[config.mk]
export PLATFORM = sky130hd
export DESIGN_NAME = spike_classifier
export DESIGN_NICKNAME = d
export VERILOG_FILES = /design/src/rtl/snn_pkg.sv /design/src/rtl/spike_accum.sv /design/src/rtl/spike_classifier.sv
export SDC_FILE = /design/constraint.sdc
export NUM_CORES = 1
export LEC_CHECK = 0
export CAP_MARGIN = 20
export CORE_MARGIN = 2
export CORE_UTILIZATION = 24
export DETAILED_ROUTE_END_ITERATION = 12
export GPL_ROUTABILITY_DRIVEN = 1
export PLACE_DENSITY = 0.49
export SLEW_MARGIN = 15
export SYNTH_ARGS = -nofsm -noshare
export SYNTH_HDL_FRONTEND = slang
export SYNTH_HIERARCHICAL = 1
export SYNTH_SLANG_ARGS = --single-unit
[constraint.sdc]
create_clock -name CLK -period 11.8 [get_ports CLK]
set_input_delay 1.18 -clock CLK [delete_from_list [all_inputs] [get_ports CLK]]
set_output_delay 1.18 -clock CLK [all_outputs]
set_load 0.05 [all_outputs]
[src/rtl/snn_pkg.sv]
// Shared constants, FSM state type and counter helper for the spike output stage.
package snn_pkg;

  localparam int IO_WIDTH  = 8;
  localparam int CK        = 16;
  localparam int T_WIDTH   = 5;
  localparam int CNT_WIDTH = 8;

  localparam int NBEATS    = CK / IO_WIDTH;
  localparam int B_WIDTH   = (NBEATS > 1) ? $clog2(NBEATS) : 1;
  localparam int IDX_WIDTH = $clog2(CK);

  typedef enum logic [1:0] {
    IDLE = 2'd0,
    SCAN = 2'd1,
    DONE = 2'd2
  } state_t;

  // Increment by one unless the counter already sits at all-ones.
  function automatic logic [CNT_WIDTH-1:0] sat_inc(input logic [CNT_WIDTH-1:0] v,
                                                   input logic inc);
    return (inc && (v != '1)) ? v + CNT_WIDTH'(1) : v;
  endfunction

endpackage

[src/rtl/spike_accum.sv]
// Per-channel saturating spike accumulators with beat/timestep tracking.
// sum_next is the accumulator value including the current beat, so the
// parent can snapshot a complete image on the img_end cycle.
module spike_accum
  import snn_pkg::*;
(
  input  logic                    CLK,
  input  logic                    RST,
  input  logic [T_WIDTH-1:0]      T_M1,
  input  logic                    IN_VALID,
  input  logic [IO_WIDTH-1:0]     IN_SPIKE,
  output logic                    img_end,
  output logic [CK*CNT_WIDTH-1:0] sum_next
);

  logic [B_WIDTH-1:0]   b;
  logic [T_WIDTH-1:0]   t;
  logic [T_WIDTH-1:0]   t_m1_q;
  logic [T_WIDTH-1:0]   tm1_eff;
  logic [CNT_WIDTH-1:0] acc [CK];
  logic [CK-1:0]        hit;
  logic                 first_beat;
  logic                 last_beat;

  // Image boundary decode; the live T_M1 only matters on the latching beat.
  always_comb begin
    first_beat = (b == '0) && (t == '0);
    last_beat  = (b == B_WIDTH'(NBEATS - 1));
    tm1_eff    = first_beat ? T_M1 : t_m1_q;
    img_end    = IN_VALID && last_beat && (t == tm1_eff);
  end

  // Map the current beat onto its channel slice and form incremented counts.
  always_comb begin
    hit      = '0;
    sum_next = '0;
    for (int c = 0; c < CK; c++) begin
      hit[c] = IN_VALID && (b == B_WIDTH'(c / IO_WIDTH)) && IN_SPIKE[c % IO_WIDTH];
      sum_next[c*CNT_WIDTH +: CNT_WIDTH] = sat_inc(acc[c], hit[c]);
    end
  end

  // Beat/timestep counters, T_M1 latch and accumulators (cleared at image end).
  always_ff @(posedge CLK) begin
    if (RST) begin
      b      <= '0;
      t      <= '0;
      t_m1_q <= '0;
      for (int c = 0; c < CK; c++) acc[c] <= '0;
    end else begin
      if (IN_VALID) begin
        if (first_beat) t_m1_q <= T_M1;
        if (last_beat) begin
          b <= '0;
          t <= (t == tm1_eff) ? '0 : t + T_WIDTH'(1);
        end else begin
          b <= b + B_WIDTH'(1);
        end
      end
      for (int c = 0; c < CK; c++)
        acc[c] <= img_end ? '0 : sum_next[c*CNT_WIDTH +: CNT_WIDTH];
    end
  end

endmodule

[src/rtl/spike_classifier.sv]
// Reassembles output-layer spikes into per-class counts and reports the
// argmax class once per image. No backpressure: an image that ends while a
// scan is still running is dropped and flagged through OVERRUN.
// Handshake: OUT_VALID is a one-cycle pulse with no ready; OUT_CLASS,
// OUT_COUNT and OUT_ZERO are valid while it is high and hold afterwards.
module spike_classifier
  import snn_pkg::*;
(
  input  logic                 CLK,
  input  logic                 RST,
  input  logic [T_WIDTH-1:0]   T_M1,
  input  logic                 IN_VALID,
  input  logic [IO_WIDTH-1:0]  IN_SPIKE,
  output logic                 OUT_VALID,
  output logic [IDX_WIDTH-1:0] OUT_CLASS,
  output logic [CNT_WIDTH-1:0] OUT_COUNT,
  output logic                 OUT_ZERO,
  output logic                 BUSY,
  output logic                 OVERRUN,
  output state_t               DBG_STATE
);

  state_t               state, state_nxt;
  logic                 img_end;
  logic [CK*CNT_WIDTH-1:0] sum_next;
  logic [CNT_WIDTH-1:0] snap [CK];
  logic [IDX_WIDTH-1:0] idx;
  logic [CNT_WIDTH-1:0] best;
  logic [IDX_WIDTH-1:0] best_idx;
  logic [CNT_WIDTH-1:0] fin_count;
  logic [IDX_WIDTH-1:0] fin_idx;
  logic                 take;
  logic                 last_idx;

  spike_accum u_accum (
    .CLK      (CLK),
    .RST      (RST),
    .T_M1     (T_M1),
    .IN_VALID (IN_VALID),
    .IN_SPIKE (IN_SPIKE),
    .img_end  (img_end),
    .sum_next (sum_next)
  );

  // FSM state register.
  always_ff @(posedge CLK) begin
    if (RST) state <= IDLE;
    else     state <= state_nxt;
  end

  // FSM next state: start on an image end, one channel per SCAN cycle.
  always_comb begin
    state_nxt = state;
    case (state)
      IDLE:    if (img_end)  state_nxt = SCAN;
      SCAN:    if (last_idx) state_nxt = DONE;
      DONE:    state_nxt = IDLE;
      default: state_nxt = IDLE;
    endcase
  end

  // FSM outputs.
  always_comb begin
    BUSY      = (state == SCAN);
    OUT_VALID = (state == DONE);
    DBG_STATE = state;
  end

  // Compare step: strictly greater replaces, so ties keep the lower index.
  always_comb begin
    last_idx  = (idx == IDX_WIDTH'(CK - 1));
    take      = (snap[idx] > best);
    fin_count = take ? snap[idx] : best;
    fin_idx   = take ? idx : best_idx;
  end

  // Snapshot buffer, scan datapath, result registers and overrun flag.
  always_ff @(posedge CLK) begin
    if (RST) begin
      for (int c = 0; c < CK; c++) snap[c] <= '0;
      idx       <= '0;
      best      <= '0;
      best_idx  <= '0;
      OUT_CLASS <= '0;
      OUT_COUNT <= '0;
      OUT_ZERO  <= 1'b0;
      OVERRUN   <= 1'b0;
    end else begin
      if (img_end) begin
        if (state == IDLE) begin
          for (int c = 0; c < CK; c++) snap[c] <= sum_next[c*CNT_WIDTH +: CNT_WIDTH];
        end else begin
          OVERRUN <= 1'b1;
        end
      end
      if (state == SCAN) begin
        idx      <= idx + IDX_WIDTH'(1);
        best     <= fin_count;
        best_idx <= fin_idx;
        if (last_idx) begin
          OUT_CLASS <= fin_idx;
          OUT_COUNT <= fin_count;
          OUT_ZERO  <= (fin_count == '0);
        end
      end else begin
        idx      <= '0;
        best     <= '0;
        best_idx <= '0;
      end
    end
  end

endmodule

==> implementation parameters <==
Parameter                              Value

Clock network
  Clock root buffer ... sky130_fd_sc_hd__clkbuf_16
  # clock sinks ... 299
  Maximum number of buffers from clock root to sink ... 3
  TritonCTS clock tree ... built
  Number of clock buffers inserted by TritonCTS ... 36
  Clock latency at the later pin of the worst-skew pair ... 0.51 ns
  H-tree depth ... 2
  Number of gates given a new drive strength after cts ... 0
  Clk slew on worst S/H paths ... 0.06 ns
  CTS Hold Buffers Added ... 0
  Post-CTS Setup Repair Bufs ... 0

Timing
  Setup repair after global routing missed its margin ... no
  Part of the cycle the worst path needs ... 42.61%
  Number of setup violations in the final report ... 0
  Timing-limited maximum frequency ... 198.9 MHz
  Setup clock skew after layout ... 0.01201 ns
  Number of endpoints with negative hold slack in the final report ... 0
  Post-layout min period ... 5.028 ns
  Worst slew margin relative to its limit ... 40.09%
  Setup Total Neg Slack ... 0 ns
  Measured slew at the worst slew-check pin ... 0.8987 ns
  Final max-slew violation count ... 0
  Worst Setup Slack, final ... 6.772 ns

Setup path
  Critical R2R Capture ... snap[7][0]
  Highest net fanout along the worst path ... 65
  Top Family by Delay on Critical Path ... buffers and inverters
  Reg2reg setup slack ... 7.28 ns
  Worst EP arrival ... 5.16 ns
  Chain of cells forming the critical path ... clkdlybuf4s50_1 > buf_4 > and2_1 > buf_4 > nand3_1 > nor3_2 > buf_4 > nand2_1 > nand2b_4 > buf_4
  Cell count of the worst reg-to-reg path ... 10
  Critical Path Start ... IN_VALID
  Kind of end point of the critical path ... register
  Instance count on the critical path ... 10
  Data required time at the worst endpoint ... 11.93 ns
  Class of the most critical setup path ... input pin to register
  Critical path's slowest cell ... sky130_fd_sc_hd__buf_4
  Buf+Inv Stages, Crit Path ... 5
  Launch instance of the worst register-to-register path ... u_accum/t[0]
  Endpoint of the worst setup timing path ... snap[7][0]
  Max stage delay on crit path ... 0.78 ns
  CP dominant cell by count ... sky130_fd_sc_hd__buf_4
  Startpoint Class ... input pin

Placed design
  Placed inst area ... 15170 um^2
  HPWL after detailed placement ... 21770 um
  Count of buffers inserted at the top-level ports ... 33
  Routability Congestion ... 0.7454
  Placement-stage worst setup slack ... 6.176 ns

Power
  Total Power ... 2.364 mW
  P per Cell Area ... 144.4 nW/um^2
  Net switching power figure ... 0.5141 mW
  Share of power burned in the clock network ... 48.1%
  IR drop worst, VDD ... 81.50 uV
  Share of power burned in registers ... 47.4%
  Reported leakage power ... 5.932 nW
  Fraction of power spent switching nets ... 21.75%
  Internal power summed over all cells ... 1.850 mW
  Combinational fraction of design power ... 4.5%

Global route
  Number of antenna violations at the first check in global routing ... 0
  Leftover overflow at the end of global routing ... 0
  Tot GR Track Use ... 10.93%
  Maximum number of pins on one net before global-route repair ... 81
  Vias in the first global route ... 9077
  First-pass GRT wire length ... 51950 um

Final layout
  Synth-to-Final Area Change ... 16.28%
  Antenna cell count ... 0
  Fraction of layout cells with a size suffix above 1 ... 11.06%
  Post-route cell area ... 16370 um^2
  Total Nets Final ... 1337

Synth
  EDFF count, synth ... 128
  YS warnings ... 6
  Cell type with the largest total area after synthesis ... sky130_fd_sc_hd__edfxtp_1
  Leading post-synthesis cells by cell area ... sky130_fd_sc_hd__edfxtp_1, sky130_fd_sc_hd__dfxtp_1, sky130_fd_sc_hd__nor2b_1
  Post-synthesis sequential element count ... 299
  Main flop type after synthesis ... sky130_fd_sc_hd__dfxtp_1
  Synth async-reset ratio ... 0%
  Post-synthesis area per instance ... 11.07 um^2
  Share of synthesized area occupied by flip-flops and latches ... 51.61%
  Synth Net Count ... 1315
  Mapped Area ... 14080 um^2
  Cells after synthesis ... 1272
  Number of distinct standard cells referenced by the synthesized netlist ... 53
  Portion of synthesized cell area occupied by the leading cell type ... 27.30%

Drt
  Iteration count of the initial detailed-routing pass ... 5
  Post-Route WL ... 32710 um
  Routed length per instance ... 15.69 um
  Via count ... 9224
  Number of nets with antenna violations after detailed routing ... 0
  Via density ... 4.424
  Drt initial violations ... 563
  Post-route DRC ... 0

Floorplan
  Die height ... 246.2 um
  Effective utilization at floorplan ... 24.36%
  Area of the core ... 57810 um^2
  Die Footprint ... 60620 um^2
  Row count ... 88
  Ports ... 34
  Overall die width ... 246.2 um

Run status
  Outcome ... completed

Job
  Max capacitance violation total ... 0

Hold path
  Worst Hold Class ... register to register
layout make-up:
class / count / area (um^2)
Clock inverter: 17 / 234.0
Multi-Input combinational cell: 877 / 6400
Timing Repair Buffer: 45 / 417.9
Inverter: 35 / 131.4
Sequential cell: 299 / 7268
Fill cell: 5950 / 41430
Clock buffer: 47 / 963.4
Tap cell: 765 / 957.2
cell families (layout without fill, tap and decap cells):
family	after synthesis	count (layout)	synth area share, %
and+or+nand+nor	587	587	23.82
muxes	79	79	8.762
AOI/OAI and AO/OA	98	98	4.861
xor gates and xnor gates	86	86	5.350
adders and majority gates	27	27	2.399
buffers and inverters	96	144	3.190
DFF	299	299	51.61
worst reg2reg max path: cells and delay by family, from the launching register on:
kind / cells / cell delay [ns]
simple gates: 4 / 1.41
buf+inv: 3 / 1.42
compound gates: 1 / 0.43
mux: 1 / 0.14
flops: 1 / 0.48
fa+ha+maj: 1 / 0.20
state kept, by name, indices dropped and copies added, names as in the netlist, 2 cells and up:
name / flops
best_idx: 4
snap: 128
DBG_STATE: 2
u_accum/t_m1_q: 5
OUT_COUNT: 8
best: 8
u_accum/acc: 128
idx: 4
OUT_CLASS: 4
u_accum/t: 5
synth_stat cells, types with 2 or more instances:
cell and instances:
sky130_fd_sc_hd__a2111oi_0 2, sky130_fd_sc_hd__a211oi_1 12, sky130_fd_sc_hd__a21oi_1 23, sky130_fd_sc_hd__a22oi_1 16, sky130_fd_sc_hd__a31oi_1 9, sky130_fd_sc_hd__a41oi_1 4
sky130_fd_sc_hd__and2_1 82, sky130_fd_sc_hd__and3_1 21, sky130_fd_sc_hd__and4_1 13, sky130_fd_sc_hd__buf_1 2, sky130_fd_sc_hd__buf_2 16, sky130_fd_sc_hd__buf_4 8
sky130_fd_sc_hd__buf_6 3, sky130_fd_sc_hd__clkbuf_1 31, sky130_fd_sc_hd__dfxtp_1 171, sky130_fd_sc_hd__edfxtp_1 128, sky130_fd_sc_hd__ha_1 27, sky130_fd_sc_hd__inv_1 35
sky130_fd_sc_hd__mux2_2 34, sky130_fd_sc_hd__mux2i_1 13, sky130_fd_sc_hd__mux4_2 32, sky130_fd_sc_hd__nand2_1 48, sky130_fd_sc_hd__nand2b_1 11, sky130_fd_sc_hd__nand3_1 47
sky130_fd_sc_hd__nand4_1 32, sky130_fd_sc_hd__nand4b_1 3, sky130_fd_sc_hd__nor2_1 90, sky130_fd_sc_hd__nor2b_1 150, sky130_fd_sc_hd__nor3_1 22, sky130_fd_sc_hd__nor3b_1 51
sky130_fd_sc_hd__nor4_1 3, sky130_fd_sc_hd__o211ai_1 11, sky130_fd_sc_hd__o21a_1 3, sky130_fd_sc_hd__o21ai_0 5, sky130_fd_sc_hd__o22ai_1 2, sky130_fd_sc_hd__o32ai_1 2
sky130_fd_sc_hd__or2_2 8, sky130_fd_sc_hd__or3_1 3, sky130_fd_sc_hd__xnor2_1 36, sky130_fd_sc_hd__xor2_1 50
worst min path at each step:
stage	start	to	slack (ns)	depth (start not counted)
finish	OVERRUN	OVERRUN	0.45	2
floorplan	best_idx[3]	best_idx[3]	0.46	2
CTS	OVERRUN	OVERRUN	0.45	2
global route	OVERRUN	OVERRUN	0.47	2
detailed placement	OVERRUN	OVERRUN	0.45	2
global placement	OVERRUN	OVERRUN	0.44	2
power groups by stage:
stage / combinational, mW / clock (mW) / sequential [mW]
6_report: 0.106 / 1.14 / 1.12
5_1_grt: 0.118 / 1.22 / 1.12
4_1_cts: 0.109 / 1.17 / 1.12
3_5_place_dp: 0.108 / 0 / 1.14
3_3_place_gp: 0.107 / 0 / 1.14
2_1_floorplan: 0.0750 / 0 / 1.14
layer usage:
| layer | up-vias | wire length [um] | share of wire [%] | global-route usage, % |
|---|---|---|---|---|
| met5 | - | 0 | 0 | 0 |
| met4 | 0 | 800 | 2.4 | 3.458 |
| met3 | 51 | 1107 | 3.4 | 1.699 |
| met2 | 134 | 14770 | 45 | 17.54 |
| met1 | 4485 | 16030 | 49 | 15.00 |
| li1 | 4554 | - | - | - |
cell usage in the layout, fill, tap and decap left out, types with 27 or more instances in the layout:
cell type,instances
sky130_fd_sc_hd__and2_1,82
sky130_fd_sc_hd__clkbuf_16,37
sky130_fd_sc_hd__clkdlybuf4s50_1,32
sky130_fd_sc_hd__dfxtp_1,170
sky130_fd_sc_hd__edfxtp_1,128
sky130_fd_sc_hd__ha_1,27
sky130_fd_sc_hd__inv_1,35
sky130_fd_sc_hd__mux2_2,34
sky130_fd_sc_hd__mux4_2,32
sky130_fd_sc_hd__nand2_1,48
sky130_fd_sc_hd__nand3_1,47
sky130_fd_sc_hd__nand4_1,32
sky130_fd_sc_hd__nor2_1,89
sky130_fd_sc_hd__nor2b_1,149
sky130_fd_sc_hd__nor3b_1,50
sky130_fd_sc_hd__xnor2_1,36
sky130_fd_sc_hd__xor2_1,50
stage by stage:
| step | std cells | util (%) | hold WS (ns) |
|---|---|---|---|
| after floorplan | 1272 | - | 0.4564 |
| after global placement | 2021 | 26.25 | 0.4412 |
| after detailed placement | 2021 | 26.25 | 0.4453 |
| after CTS | 2085 | 28.32 | 0.4549 |
| after global routing | 2085 | 28.32 | 0.4681 |
| final | 2085 | 28.32 | 0.4486 |
Power figures use the tool's default switching activity.
